[src/rtl/hazard_unit.sv]
`default_nettype none
// ============================================================================
// Module      : hazard_unit
// Description : Decode-stage hazard detection and forwarding controller.
//               Produces per-operand forwarding selects, stretches load-use
//               stalls over LOAD_STALL cycles, flushes IF/ID on taken
//               branches and keeps a saturating count of stall cycles.
// Revision    : 1.0 - initial release
// ----------------------------------------------------------------------------
// Parameters:
//   LOAD_STALL  stall cycles per load-use hazard (legal range 1..3)
//   CNT_W       width of the stall performance counter
// Ports:
//   clk, reset_n                clock, asynchronous active-low reset
//   rn_id, rm_id, rd_id         ID-stage source registers (rd_id = store data)
//   use_rn, use_rm, use_rd      the corresponding source is actually read
//   rd_ex, rd_mem, rd_wb        destination registers in EX / MEM / WB
//   rf_ex, rf_mem, rf_wb        stage writes the register file
//   load_ex                     EX instruction is a load
//   branch_taken                ID-stage branch resolved taken
//   fwd_a, fwd_b, fwd_c         operand source for Rn / Rm / Rd
//                               (00 RF, 01 EX, 10 MEM, 11 WB)
//   nop_select                  1 injects a bubble into ID/EX
//   pc_le, ifid_le              PC / IF-ID load enables
//   ifid_clr                    IF/ID synchronous clear (fetch flush)
//   stall_count                 saturating stall cycle count since reset
// ============================================================================
module hazard_unit #(
  parameter int LOAD_STALL = 1,
  parameter int CNT_W      = 16
) (
  input  logic             clk,
  input  logic             reset_n,
  input  logic [3:0]       rn_id,
  input  logic [3:0]       rm_id,
  input  logic [3:0]       rd_id,
  input  logic             use_rn,
  input  logic             use_rm,
  input  logic             use_rd,
  input  logic [3:0]       rd_ex,
  input  logic [3:0]       rd_mem,
  input  logic [3:0]       rd_wb,
  input  logic             rf_ex,
  input  logic             rf_mem,
  input  logic             rf_wb,
  input  logic             load_ex,
  input  logic             branch_taken,
  output logic [1:0]       fwd_a,
  output logic [1:0]       fwd_b,
  output logic [1:0]       fwd_c,
  output logic             nop_select,
  output logic             pc_le,
  output logic             ifid_le,
  output logic             ifid_clr,
  output logic [CNT_W-1:0] stall_count
);

  localparam logic [3:0] PC_REG     = 4'd15;
  localparam logic [1:0] STALL_INIT = 2'(LOAD_STALL - 1);
  localparam bit         MULTI      = (LOAD_STALL > 1);

  typedef enum logic [0:0] {
    S_IDLE  = 1'b0,
    S_STALL = 1'b1
  } state_t;

  state_t     state;
  logic [1:0] remain;
  logic       luh;
  logic       stall_active;
  logic [1:0] sel_a, sel_b, sel_c;

  // EX > MEM > WB priority; R15 is never forwarded.
  function automatic logic [1:0] fwd_sel(input logic [3:0] src, input logic used,
                                         input logic [3:0] dex, input logic wex,
                                         input logic [3:0] dmem, input logic wmem,
                                         input logic [3:0] dwb, input logic wwb);
    logic [1:0] sel;
    sel = 2'b00;
    if (used && src != PC_REG) begin
      if (wex && dex == src)        sel = 2'b01;
      else if (wmem && dmem == src) sel = 2'b10;
      else if (wwb && dwb == src)   sel = 2'b11;
    end
    return sel;
  endfunction

  always_comb begin
    sel_a = fwd_sel(rn_id, use_rn, rd_ex, rf_ex, rd_mem, rf_mem, rd_wb, rf_wb);
    sel_b = fwd_sel(rm_id, use_rm, rd_ex, rf_ex, rd_mem, rf_mem, rd_wb, rf_wb);
    sel_c = fwd_sel(rd_id, use_rd, rd_ex, rf_ex, rd_mem, rf_mem, rd_wb, rf_wb);
  end

  // Load result is not available until after MEM, so a dependent ID
  // instruction must wait rather than forward from EX.
  always_comb begin
    luh = load_ex && rf_ex && (rd_ex != PC_REG) &&
          ((use_rn && rn_id == rd_ex) ||
           (use_rm && rm_id == rd_ex) ||
           (use_rd && rd_id == rd_ex));
  end

  // A hazard stalls in the very cycle it is seen; STALL only covers the
  // remaining LOAD_STALL-1 cycles and ignores new hazards.
  always_comb begin
    stall_active = (state == S_STALL) || luh;
  end

  // Reset forces the pipeline into a safe bubble state immediately.
  always_comb begin
    fwd_a      = reset_n ? sel_a : 2'b00;
    fwd_b      = reset_n ? sel_b : 2'b00;
    fwd_c      = reset_n ? sel_c : 2'b00;
    nop_select = !reset_n || stall_active;
    pc_le      = reset_n && !stall_active;
    ifid_le    = reset_n && !stall_active;
    // A branch seen during a stall is re-evaluated once the ID instruction
    // is released, so it must not flush the held instruction now.
    ifid_clr   = reset_n && branch_taken && !stall_active;
  end

  always_ff @(posedge clk or negedge reset_n) begin
    if (!reset_n) begin
      state       <= S_IDLE;
      remain      <= 2'd0;
      stall_count <= '0;
    end else begin
      case (state)
        S_IDLE: begin
          if (luh && MULTI) begin
            state  <= S_STALL;
            remain <= STALL_INIT;
          end
        end
        S_STALL: begin
          remain <= remain - 2'd1;
          if (remain == 2'd1) begin
            state <= S_IDLE;
          end
        end
        default: begin
          state  <= S_IDLE;
          remain <= 2'd0;
        end
      endcase

      if (stall_active && stall_count != {CNT_W{1'b1}}) begin
        stall_count <= stall_count + 1'b1;
      end
    end
  end

endmodule
`default_nettype wire
[config.mk]
export PLATFORM = sky130hd
export DESIGN_NAME = hazard_unit
export DESIGN_NICKNAME = d
export VERILOG_FILES = /design/src/rtl/hazard_unit.sv
export SDC_FILE = /design/constraint.sdc
export NUM_CORES = 1
export LEC_CHECK = 0
export BUFFER_PORTS_ARGS = -buffer_cell sky130_fd_sc_hd__buf_4
export CAP_MARGIN = 40
export CORE_MARGIN = 1.5
export CORE_UTILIZATION = 43
export CTS_CLUSTER_SIZE = 8
export DETAILED_ROUTE_END_ITERATION = 10
export GPL_ROUTABILITY_DRIVEN = 1
export PLACE_DENSITY_LB_ADDON = 0.08
export SYNTH_ARGS = -nofsm -noshare
export SYNTH_HDL_FRONTEND = slang
export SYNTH_SLANG_ARGS = --single-unit
[constraint.sdc]
create_clock -name clk -period 1.8 [get_ports clk]
set_clock_uncertainty 0.15 [all_clocks]
set_input_delay 0 -clock clk [delete_from_list [all_inputs] [get_ports clk]]
set_output_delay 0 -clock clk [all_outputs]
set_load 0.01 [all_outputs]
# ---- Word-level counts from Yosys, hierarchy flattened
# Index checks and enable logic that the tools add are counted.
dict set report totals {
  reg_bits 19
  input_bits 34
  output_inout_bits 26
  word_cells 68
}
dict set report op_classes {
  add_sub_neg 2
  eq_ne 18
  n_mux 17
  reduce_logical 28
}
# op n
set op_table {}
lappend op_table {{$eq 4x4->1} 12}
lappend op_table {{$mux 2} 15}
lappend op_table {{$logic_and 1x1->1} 22}
lappend op_table {{$add 16x1->16 const B} 1}
lappend op_table {{$ne 16x16->1 const B} 1}
lappend op_table {{$ne 4x4->1 const B} 4}
lappend op_table {{$logic_or 1x1->1} 4}
lappend op_table {{$eq 2x1->1 const B} 1}
lappend op_table {{$logic_not 1->1} 2}
lappend op_table {{$mux 1} 2}
lappend op_table {{$sub 2x1->2 const B} 1}

# ---- Logic depth before layout (Yosys ltp)
dict set report depth {
  word_depth 8
  ltp_mapped 8
  mapped_depth_nobuf 7
}

# ---- Worst setup path after synthesis
# No wires, ideal clock.
dict set report synth_path {
  path_kind {reg-to-reg}
  from {reg stall_count[0]}
  to {reg stall_count[3]}
  setup_time_ps 126
  t_arrival_ps 1735
  t_required_ps 1524
  slack_ps -211
  path_stages_with_launch 9
  path_buffers 1
  synth_period_minus_slack_ps 2011
  cell_sequence {dfrtp_1 ha_1 and3_1 nand3_1 o2bb2ai_1 a21oi_1 buf_2 nand4_1 xnor2_1}
}
dict set report synth_between {
  elab_chain_cells 2
  elab_cells_between_ends 3
  classes_between {1 x add/sub; 1 x eq/ne; 1 x reduce/logical}
}
# item line_no
set synth_lines {}
lappend synth_lines {{from (decl)} 55} ;# output logic [CNT_W-1:0] stall_count
lappend synth_lines {{from (signal assigned)} 148} ;# stall_count <= stall_count + 1'b1;
lappend synth_lines {{parallel branches: the longest is 2 deep, another holds $add 16x1->16} -}
# Several ways; the timed one is not identified.
# A chain may end at the register's enable or synchronous reset.

# ---- Final worst setup path
dict set report layout_path {
  from {reg stall_count[0]}
  to {reg stall_count[1]}
}
# The elaborated chain is that of the path after synthesis.

==> flow_metrics.py <==
metrics = {
    "route": {
        "via_per_inst": 5.105,
        "ant_nets": 0,
        "wl_per_cell_um": 14.68,
        "detail_route.iter0.violations": 75,
        "drc": 0,
        "wl_um": 4316,
        "vias": 1501,
        "detail_route.first_pass.iterations": 4,
    },
    "clock_tree": {
        "clockBufferDepth": 2,
        "numCtsBuffers": 3,
        "htree_num_levels": 1,
        "cts_root_buffer": "clkbuf_4",
        "insertion_delay_ps": 300,
        "cts_tree": "yes",
        "clk_pin_slew_ps": 100,
        "cts.sinks": 19,
    },
    "critical_path": {
        "cp_max_fo": 6,
        "max_stage_delay_ps": 440,
        "cp_cell_sequence": "ha_4 > and3_4 > nand3_4 > o2bb2ai_2 > a21oi_2 > buf_6 > mux2_4",
        "cp.arrival_ps": 1840,
        "ff2ff_path_depth": 7,
        "cp.required_ps": 1840,
        "crit_family": "flip-flops",
        "cpMaxStageDelayCell": "dfrtp_2",
        "cp-start-kind": "register",
        "crit_buf_inv": 1,
        "worst_setup_path_end_kind": "register",
        "path_class": "reg -> reg",
        "crit_cells": 7,
    },
    "yosys": {
        "synth_adder_area_share": 0.01705,
        "synth_compound_area_frac": 0.03581,
        "yosysSeqAreaShare": 0.3240,
        "synth-simple-area-share": 0.2873,
        "synth_nets": 198,
        "syn_area_per_cell_um2": 9.060,
        "synthCells": 162,
        "ys_seq_elements": 19,
        "synth_top_family_by_area": "XOR/XNOR gates",
        "yosysWarningCount": 0,
        "yosysUniqueCellTypes": 28,
        "synth_area_um2": 1468,
        "synthMuxAreaShare": 0.01535,
        "synthXorXnorAreaFrac": 0.3043,
    },
    "floorplan": {
        "ios": 60,
        "num_rows": 21,
        "start_util": 0.4433,
        "die_x_um": 61.42,
        "fp.dieArea_um2": 3772,
        "dieHeight_um": 61.42,
        "coreArea_um2": 3311,
    },
    "sta": {
        "rsz0062_at_grt": "true",
        "worst_slew_pin_slew_ps": 873.1,
        "fmax_mhz": 555.8,
        "drv_slew": 0,
        "timing.hold.ws_ps": 173.6,
        "period_needed_ps": 1799,
        "finalHoldViolCount": 0,
        "finalSetupViolations": 0,
        "period_share": 0.9996,
        "max-slew-margin-rel": 0.4180,
    },
    "final_layout": {
        "final_common_cell": "buf_4",
        "fin_cells": 294,
        "final_area_um2": 2252,
        "layout_common_cells": "81 x buf_4, 36 x xor2_1, 20 x nand2_1",
        "nets": 285,
        "nFillCells": 300,
        "antennaDiodeCount": 0,
        "drive_above_1_share": 0.4274,
        "area_growth_syn_to_layout_pct": 53.45,
    },
    "place": {
        "dpl.hpwl_um": 3493,
        "numPlacedInstances": 283,
        "placed_area_um2": 2122,
        "port-buffer-count": 59,
        "place_congestion": 0.8384,
    },
    "min_path": {
        "hp-class": "in -> reg",
        "hold_depth": 5,
    },
    "power_and_ir_drop": {
        "p_leak_nw": 1.011,
        "peakVddDrop_mv": 0.6090,
        "power_w": 0.001140,
        "power.density_nw_per_um2": 506.0,
    },
    "global_routing": {
        "use_met3": 0.06723,
        "grtUsageMet1": 0.3342,
        "grt_pass1_wl_um": 6768,
        "busiest_layer": "met2",
        "grt_max_degree": 20,
        "globalRouteMet2Util": 0.4088,
        "overflow": 0,
        "grt_pass1_vias": 1447,
        "antenna_found_initial": 0,
        "grt_usage": 0.2460,
    },
    "job": {
        "cap_violations": 0,
    },
    "status": {
        "status": "finished clean",
    },
}
[flip-flops by register name (all words and copies together), names as in the netlist]
signal	count
stall_count	16
remain	2
state	1
[worst paths after layout]
path	start	to	slack, ps
worst min register to register	remain[0]	remain[0]	340
worst max-delay path	stall_count[0]	stall_count[1]	0.7
min in group asynchronous	reset_n	stall_count[15]	400
max in group asynchronous	reset_n	stall_count[0]	510
worst min-delay path	load_ex	stall_count[12]	170
worst max register to register	stall_count[0]	stall_count[1]	0.7
[through the flow]
stage / setup TNS [ps] / worst slack [ps] / utilization
after floorplan: 0 / 14.13 / -
after global placement: -51.19 / -43.04 / 0.6410
after detailed placement: -352.3 / -108.3 / 0.6410
after CTS: -7.171 / -7.171 / 0.6704
after global routing: -176.3 / -57.60 / 0.6803
final: 0 / 0.6953 / 0.6803
[per-layer routing]
metal / share of wire / vias up / routed length, um
li1: - / 736 / -
met1: 0.46 / 707 / 1973
met2: 0.47 / 54 / 2033
met3: 0.066 / 4 / 287
met4: 0.0049 / 0 / 21
met5: 0 / - / 0
[worst min-delay path, cell delays in order]
cell and delay (ps):
buf_4 110, nand3_1 160, nor4_2 70, nor2_1 100, mux2_2 160
[final cells by class]
cell class / instances / area, um^2 / share of cell area
Inverter: 3 / 11.26 / 0.005000
Clock buffer: 4 / 26.28 / 0.01167
Multi-Input combinational cell: 138 / 1039 / 0.4611
Timing Repair Buffer: 84 / 641.9 / 0.2850
Tap cell: 46 / 57.56 / 0.02556
Sequential cell: 19 / 476.7 / 0.2117
[timing repair]
item / CTS / global route
hold endpoints to repair: 19 / 0
endpoints found under the setup margin: 2 / 13
hold buffers: 2 / 0
resized for setup: 4 / 7
gates cloned: 1 / 0
pin swaps: 1 / 0
buffers inserted: 3 / 1
[logic make-up (layout without fill, tap and decap cells)]
family,count (synthesis),count (layout)
AO/OA/AOI/OAI,8,8
XOR/XNOR,51,51
adder cells (fa/ha/maj),2,2
buffers and inverters,5,91
flip-flops,19,19
multiplexers,2,2
AND/OR/NAND/NOR,75,75
[cell usage after synthesis]
master,n,area share
ha_1,2,0.017
nor2_1,4,0.010
o21ai_0,1,0.0034
o21a_2,1,0.0060
and2_2,1,0.0051
buf_4,1,0.0051
xnor2_1,15,0.090
a21oi_1,4,0.014
nand2_1,20,0.051
nor4_1,6,0.026
and2_1,1,0.0043
a222oi_1,1,0.0068
nor2b_1,4,0.017
and4_1,1,0.0060
xor2_1,36,0.21
nand4_1,6,0.026
and3_2,1,0.0051
nor4_2,3,0.026
nor4b_2,1,0.010
nand3_1,14,0.048
inv_1,3,0.0077
buf_2,1,0.0034
and3_1,5,0.021
o2bb2ai_1,1,0.0060
dfrtp_1,19,0.32
nor3_1,5,0.017
nor3b_1,3,0.015
mux2_2,2,0.015
[power breakdown]
part / internal, W / total, W / switching, W
logic: 0.000246 / 0.000445 / 0.000199
registers: 0.000452 / 0.000474 / 0.0000217
clock network: 0.0000865 / 0.000220 / 0.000134
total: 0.000785 / 0.00114 / 0.000354
No activity file was read; power rests on OpenSTA's default activity.
